File: src/rtl/meikyuu_pkg.sv
// Shared definitions for the maze game: VGA timing, player spawn point,
// collision resolver state encoding and a small saturating-counter helper.
package meikyuu_pkg;

    localparam int VGA_H_TOTAL     = 800;
    localparam int VGA_V_TOTAL     = 525;
    localparam int VGA_H_ACT_START = 144;
    localparam int VGA_H_ACT_END   = 784;
    localparam int VGA_V_ACT_START = 35;
    localparam int VGA_V_ACT_END   = 515;

    localparam int PLAYER_X_SPAWN  = 439;
    localparam int PLAYER_Y_SPAWN  = 266;

    typedef enum logic [2:0] {
        WAIT_FRAME = 3'd0,
        ARM        = 3'd1,
        SCAN       = 3'd2,
        RESOLVE    = 3'd3
    } resolver_state_e;

    // Increment that sticks at 255 instead of wrapping.
    function automatic logic [7:0] satInc8(input logic [7:0] value);
        return (value == 8'hFF) ? value : value + 8'd1;
    endfunction

endpackage

File: src/rtl/vga_region_decode.sv
// Decodes the beam counters into "inside the visible area" and
// "last pixel of the frame" flags. Purely combinational so the maze
// renderer can reuse it alongside the collision resolver.
module vga_region_decode
    import meikyuu_pkg::*;
#(
    parameter int H_TOTAL     = VGA_H_TOTAL,
    parameter int V_TOTAL     = VGA_V_TOTAL,
    parameter int H_ACT_START = VGA_H_ACT_START,
    parameter int H_ACT_END   = VGA_H_ACT_END,
    parameter int V_ACT_START = VGA_V_ACT_START,
    parameter int V_ACT_END   = VGA_V_ACT_END
) (
    input  logic [9:0] h_counter_i,
    input  logic [9:0] v_counter_i,
    output logic       in_act_o,
    output logic       eof_o
);

    int hPos;
    int vPos;

    // Compare in integer space so the parameter bounds need no resizing.
    always_comb begin
        hPos     = int'(h_counter_i);
        vPos     = int'(v_counter_i);
        in_act_o = (hPos >= H_ACT_START) && (hPos < H_ACT_END) &&
                   (vPos >= V_ACT_START) && (vPos < V_ACT_END);
        eof_o    = (hPos == H_TOTAL - 1) && (vPos == V_TOTAL - 1);
    end

endmodule

File: src/rtl/collision_resolver.sv
// Closes the player position loop once per frame. While the beam scans,
// overlaps between the sprite and wall/hazard pixels are tallied; at the
// first pixel of the next frame the proposed position is either committed
// or rejected, and the result is fed back to the player as x_pos/y_pos.
module collision_resolver
    import meikyuu_pkg::*;
#(
    parameter int H_TOTAL       = VGA_H_TOTAL,
    parameter int V_TOTAL       = VGA_V_TOTAL,
    parameter int H_ACT_START   = VGA_H_ACT_START,
    parameter int H_ACT_END     = VGA_H_ACT_END,
    parameter int V_ACT_START   = VGA_V_ACT_START,
    parameter int V_ACT_END     = VGA_V_ACT_END,
    parameter int X_SPAWN       = PLAYER_X_SPAWN,
    parameter int Y_SPAWN       = PLAYER_Y_SPAWN,
    parameter int HIT_THRESHOLD = 1
) (
    input  logic       CLOCK_25,
    input  logic       reset,
    input  logic [9:0] h_counter,
    input  logic [9:0] v_counter,
    input  logic [9:0] x_prop,
    input  logic [9:0] y_prop,
    input  logic       active_draw,
    input  logic       active_draw_back,
    input  logic       wall_pixel,
    input  logic       hazard_pixel,
    input  logic       room_change,
    output logic [9:0] x_pos,
    output logic [9:0] y_pos,
    output logic       collision,
    output logic       alive,
    output logic       frame_tick,
    output logic [7:0] wall_hits
);

    localparam logic [9:0] X_RESET = 10'(X_SPAWN);
    localparam logic [9:0] Y_RESET = 10'(Y_SPAWN);

    resolver_state_e state_q, state_d;
    logic [9:0] candX_q, candX_d;
    logic [9:0] candY_q, candY_d;
    logic [7:0] hits_q, hits_d;
    logic       hazard_q, hazard_d;
    logic       rcLatch_q, rcLatch_d;
    logic [9:0] xPos_q, xPos_d;
    logic [9:0] yPos_q, yPos_d;
    logic       collision_q, collision_d;
    logic       alive_q, alive_d;
    logic       frameTick_q, frameTick_d;
    logic [7:0] wallHits_q, wallHits_d;

    logic inAct;
    logic eof;
    logic spriteHit;
    logic rcPending;
    logic overThreshold;

    vga_region_decode #(
        .H_TOTAL     (H_TOTAL),
        .V_TOTAL     (V_TOTAL),
        .H_ACT_START (H_ACT_START),
        .H_ACT_END   (H_ACT_END),
        .V_ACT_START (V_ACT_START),
        .V_ACT_END   (V_ACT_END)
    ) u_region (
        .h_counter_i (h_counter),
        .v_counter_i (v_counter),
        .in_act_o    (inAct),
        .eof_o       (eof)
    );

    // Frame FSM: tally overlaps during SCAN, judge the frame in RESOLVE.
    always_comb begin
        state_d       = state_q;
        candX_d       = candX_q;
        candY_d       = candY_q;
        hits_d        = hits_q;
        hazard_d      = hazard_q;
        rcLatch_d     = rcLatch_q;
        xPos_d        = xPos_q;
        yPos_d        = yPos_q;
        collision_d   = collision_q;
        alive_d       = alive_q;
        frameTick_d   = 1'b0;
        wallHits_d    = wallHits_q;

        spriteHit     = inAct & (active_draw | active_draw_back);
        rcPending     = rcLatch_q | room_change;
        overThreshold = (int'(hits_q) >= HIT_THRESHOLD);

        case (state_q)
            WAIT_FRAME: begin
                if (eof) begin
                    state_d = ARM;
                end
            end
            ARM: begin
                candX_d  = x_prop;
                candY_d  = y_prop;
                hits_d   = 8'd0;
                hazard_d = 1'b0;
                state_d  = SCAN;
            end
            SCAN: begin
                if (spriteHit && wall_pixel) begin
                    hits_d = satInc8(hits_q);
                end
                if (spriteHit && hazard_pixel) begin
                    hazard_d = 1'b1;
                end
                if (eof) begin
                    state_d = RESOLVE;
                end
            end
            RESOLVE: begin
                wallHits_d = hits_q;
                if (alive_q) begin
                    if (rcPending || !overThreshold) begin
                        xPos_d      = candX_q;
                        yPos_d      = candY_q;
                        collision_d = 1'b0;
                    end else begin
                        collision_d = 1'b1;
                    end
                    if (hazard_q && !rcPending) begin
                        alive_d = 1'b0;
                    end
                end
                rcLatch_d   = 1'b0;
                candX_d     = x_prop;
                candY_d     = y_prop;
                hits_d      = 8'd0;
                hazard_d    = 1'b0;
                frameTick_d = 1'b1;
                state_d     = SCAN;
            end
            default: begin
                state_d = WAIT_FRAME;
            end
        endcase

        // A room change seen outside RESOLVE is held until the next decision.
        if ((state_q != RESOLVE) && room_change) begin
            rcLatch_d = 1'b1;
        end
    end

    // State and output registers; reset puts the player back at spawn.
    always_ff @(posedge CLOCK_25) begin
        if (reset) begin
            state_q     <= WAIT_FRAME;
            candX_q     <= X_RESET;
            candY_q     <= Y_RESET;
            hits_q      <= 8'd0;
            hazard_q    <= 1'b0;
            rcLatch_q   <= 1'b0;
            xPos_q      <= X_RESET;
            yPos_q      <= Y_RESET;
            collision_q <= 1'b0;
            alive_q     <= 1'b1;
            frameTick_q <= 1'b0;
            wallHits_q  <= 8'd0;
        end else begin
            state_q     <= state_d;
            candX_q     <= candX_d;
            candY_q     <= candY_d;
            hits_q      <= hits_d;
            hazard_q    <= hazard_d;
            rcLatch_q   <= rcLatch_d;
            xPos_q      <= xPos_d;
            yPos_q      <= yPos_d;
            collision_q <= collision_d;
            alive_q     <= alive_d;
            frameTick_q <= frameTick_d;
            wallHits_q  <= wallHits_d;
        end
    end

    assign x_pos      = xPos_q;
    assign y_pos      = yPos_q;
    assign collision  = collision_q;
    assign alive      = alive_q;
    assign frame_tick = frameTick_q;
    assign wall_hits  = wallHits_q;

endmodule

File: config.mk
export PLATFORM = sky130hd
export DESIGN_NAME = collision_resolver
export DESIGN_NICKNAME = d
export VERILOG_FILES = /design/src/rtl/meikyuu_pkg.sv /design/src/rtl/vga_region_decode.sv /design/src/rtl/collision_resolver.sv
export SDC_FILE = /design/constraint.sdc
export NUM_CORES = 1
export LEC_CHECK = 0
export CAP_MARGIN = 20
export CORE_UTILIZATION = 46
export DETAILED_ROUTE_END_ITERATION = 10
export GPL_TIMING_DRIVEN = 1
export PLACE_DENSITY_LB_ADDON = 0.08
export SLEW_MARGIN = 20
export SYNTH_ARGS = -nofsm -noshare
export SYNTH_HDL_FRONTEND = slang
export SYNTH_SLANG_ARGS = --single-unit
File: constraint.sdc
create_clock -name CLOCK_25 -period 2.7 [get_ports CLOCK_25]
set_input_delay 0.54 -clock CLOCK_25 [delete_from_list [all_inputs] [get_ports CLOCK_25]]
set_output_delay 0.54 -clock CLOCK_25 [all_outputs]
set_load 0.05 [all_outputs]
==> metrics <==
register bit total from synthesis=63; Seq/Total Area, Yosys=49.9%; mapped cell area=2530 um^2; Antenna diodes=0; # IOs=78; most frequent cells in the layout=clkdlybuf4s50_1, dfxtp_1, nor2_1; worst hold endpoint=x_pos[7]; Final Skew=9.35 ps; setup violators final=0; post_cts resized=0; DRT iter0 DRCs=94; cell count after synthesis=270; count of cell types in the netlist=35; run status=finished clean; post-CTS setup buffers=0; antenna viol nets, final=0; IO buf count=77; Initial Util=48.6%; Root Driver=clkbuf_8; DR vias=2,157; drt total wl=5420 um; H-tree Lvls=3; Max Cap Viol=0; Hold Buf Count CTS=0; Final Hold Fails=0; Hold Path Class=reg2reg; per-cell routed wire length=12.9 um; Critical R2R Capture=y_pos[3]; dpl hpwl=3710 um; pin count of the biggest net entering global routing=37; Die Ht=76.1 um; fillers=454; Max Slew Vio Count=0; Final TNS setup=0 ps; Min Clock Period, post-route=2340 ps; clock slew seen by the registers of the worst setup and hold paths=70 ps; WP data required=2960 ps; Clock Path Buffers=2; Nets=395; PD cells=517 nW/um^2; placed cell area=3370 um^2; worst-path fanout max=10; Die Area=5800 um^2; Slew @ Worst Pin=640 ps; Max-slew headroom=57.3%; critical path class=in2reg; HP Start=candX_q[7]; worst vdd ir=401 uV; clk_lat worst skew=330 ps; Critical Path End Type=flip-flop; number of cell rows=26; Ys Warns=0; dpl cells=404; Crit path arrival time=2600 ps; fmax=0.427 GHz; Final GP Congestion=0.818; final non-filler cell total=419; RSZ-0062 raised after global routing=no; Tot GR Track Use=19.7%; FF-to-FF setup slack=520 ps; Clock Sinks=63; DRT Pass-1 Iters=4; critical path startpoint category=input pin; share of cells above drive strength 1=7.16%; Leak Pwr=1.20 nW; Synth Area per Inst=9.36 um^2; Core Region=5200 um^2; DRC=0; Area growth syn-to-layout=41.0%; final non-filler cell area=3560 um^2; final worst path period share=86.7%; Worst Reg2Reg Path Length in Cells=8; Post-Syn Nets=320; first-pass GRT wire length=9080 um; CTS buffer count=9; grt total ovfl=0; vias in the first global route=2,030; hold path cells=1; die width=76.1 um; commonest non-fill, non-tap cell in the layout=clkdlybuf4s50_1; DR vias/cell=5.15; initial antenna violation count=0; CTS tree=done; RR Startpoint=hits_q[1]
-- layout make-up --
type / instances / area, um^2 / share of cell area (%)
clock buffers: 12 / 155 / 4.35
clock inverters: 3 / 42.5 / 1.19
inverters: 5 / 18.8 / 0.527
multi-input cells: 185 / 1190 / 33.4
flip-flops and latches: 63 / 1260 / 35.4
well taps: 70 / 87.6 / 2.46
repair buffers: 81 / 808 / 22.7
-- how the worst max path moves through the flow --
| stage | start | to | slack, ps | cells past startpoint |
|---|---|---|---|---|
| after floorplan | v_counter[0] | hits_q[6] | 620 | 6 |
| after global placement | h_counter[5] | hits_q[4] | 120 | 6 |
| after detailed placement | v_counter[0] | hits_q[4] | 50 | 6 |
| after CTS | v_counter[0] | hits_q[4] | 390 | 6 |
| after global routing | v_counter[0] | hits_q[6] | 180 | 6 |
| final | v_counter[0] | hits_q[4] | 360 | 6 |
-- state kept, by name (all words and copies together), names as in the netlist --
name	cells
collision	1
alive	1
frame_tick	1
y_pos	10
candX_q	10
x_pos	10
candY_q	10
wall_hits	8
rcLatch_q	1
hits_q	8
hazard_q	1
state_q	2
-- per-stage QoR --
| stage | setup slack (ps) | hold slack, ps | utilization (%) | total power [mW] |
|---|---|---|---|---|
| after floorplan | 624 | 427 | - | 0.982 |
| after global placement | 119 | 436 | 64.7 | 1.06 |
| after detailed placement | 49.1 | 439 | 64.7 | 1.06 |
| after CTS | 390 | 449 | 68.5 | 1.86 |
| after global routing | 184 | 473 | 68.5 | 1.91 |
| final | 358 | 449 | 68.5 | 1.84 |
-- worst max-delay path: stages --
cell,delay [ps]
clkdlybuf4s50_1,420
a2111oi_1,540
nand3_1,180
o211a_1,250
or4_1,530
a21oi_1,140
-- synth_stat cells --
library cell	number	area share, %
nor2b_1	21	5.2
or2_2	1	0.25
o21ai_0	3	0.59
mux2i_1	22	8.7
dfxtp_1	63	50
buf_2	4	0.79
a41o_1	1	0.40
clkbuf_1	11	1.6
o31ai_1	4	1.2
a2111oi_1	1	0.40
inv_1	5	0.74
a21o_1	2	0.59
nand4b_1	2	0.69
nand4_1	1	0.25
nand3_1	8	1.6
ha_1	3	1.5
o2bb2ai_1	1	0.35
or3_1	2	0.49
nor4b_1	1	0.35
and2_1	1	0.25
a211o_1	20	6.9
nor4_1	5	1.2
or3_2	1	0.30
o211a_1	1	0.40
o211ai_1	1	0.30
or4b_2	1	0.40
a21oi_1	16	3.2
or3b_2	1	0.35
or4_1	3	0.89
nor3_1	6	1.2
nor2_1	28	4.2
buf_1	2	0.30
and4_4	1	0.45
a31oi_1	1	0.25
nand2_1	26	3.9
-- logic make-up (layout without fill, tap and decap cells) --
logic type,after synthesis,count (layout),share of synthesized area [%]
AND/OR/NAND/NOR,109,109,21.9
adder cells (fa/ha/maj),3,3,1.49
AO/OA/AOI/OAI,51,51,14.6
multiplexers,22,22,8.71
flip-flops,63,63,49.9
buffers and inverters,22,101,3.47
-- metal layers --
metal | wire length [um] | up-vias | track usage (%)
met5 | 0 | - | 0
met4 | 123 | 0 | 10.4
met3 | 371 | 12 | 5.39
met2 | 2370 | 75 | 31.6
met1 | 2550 | 966 | 24.1
li1 | - | 1104 | -
-- report_power, final --
part / switching [mW] / total (mW) / internal [mW]
logic: 0.0397 / 0.109 / 0.0689
registers: 0.000224 / 0.930 / 0.930
clock network: 0.334 / 0.804 / 0.470
total: 0.374 / 1.84 / 1.47
No activity file was read; power rests on OpenSTA's default activity.
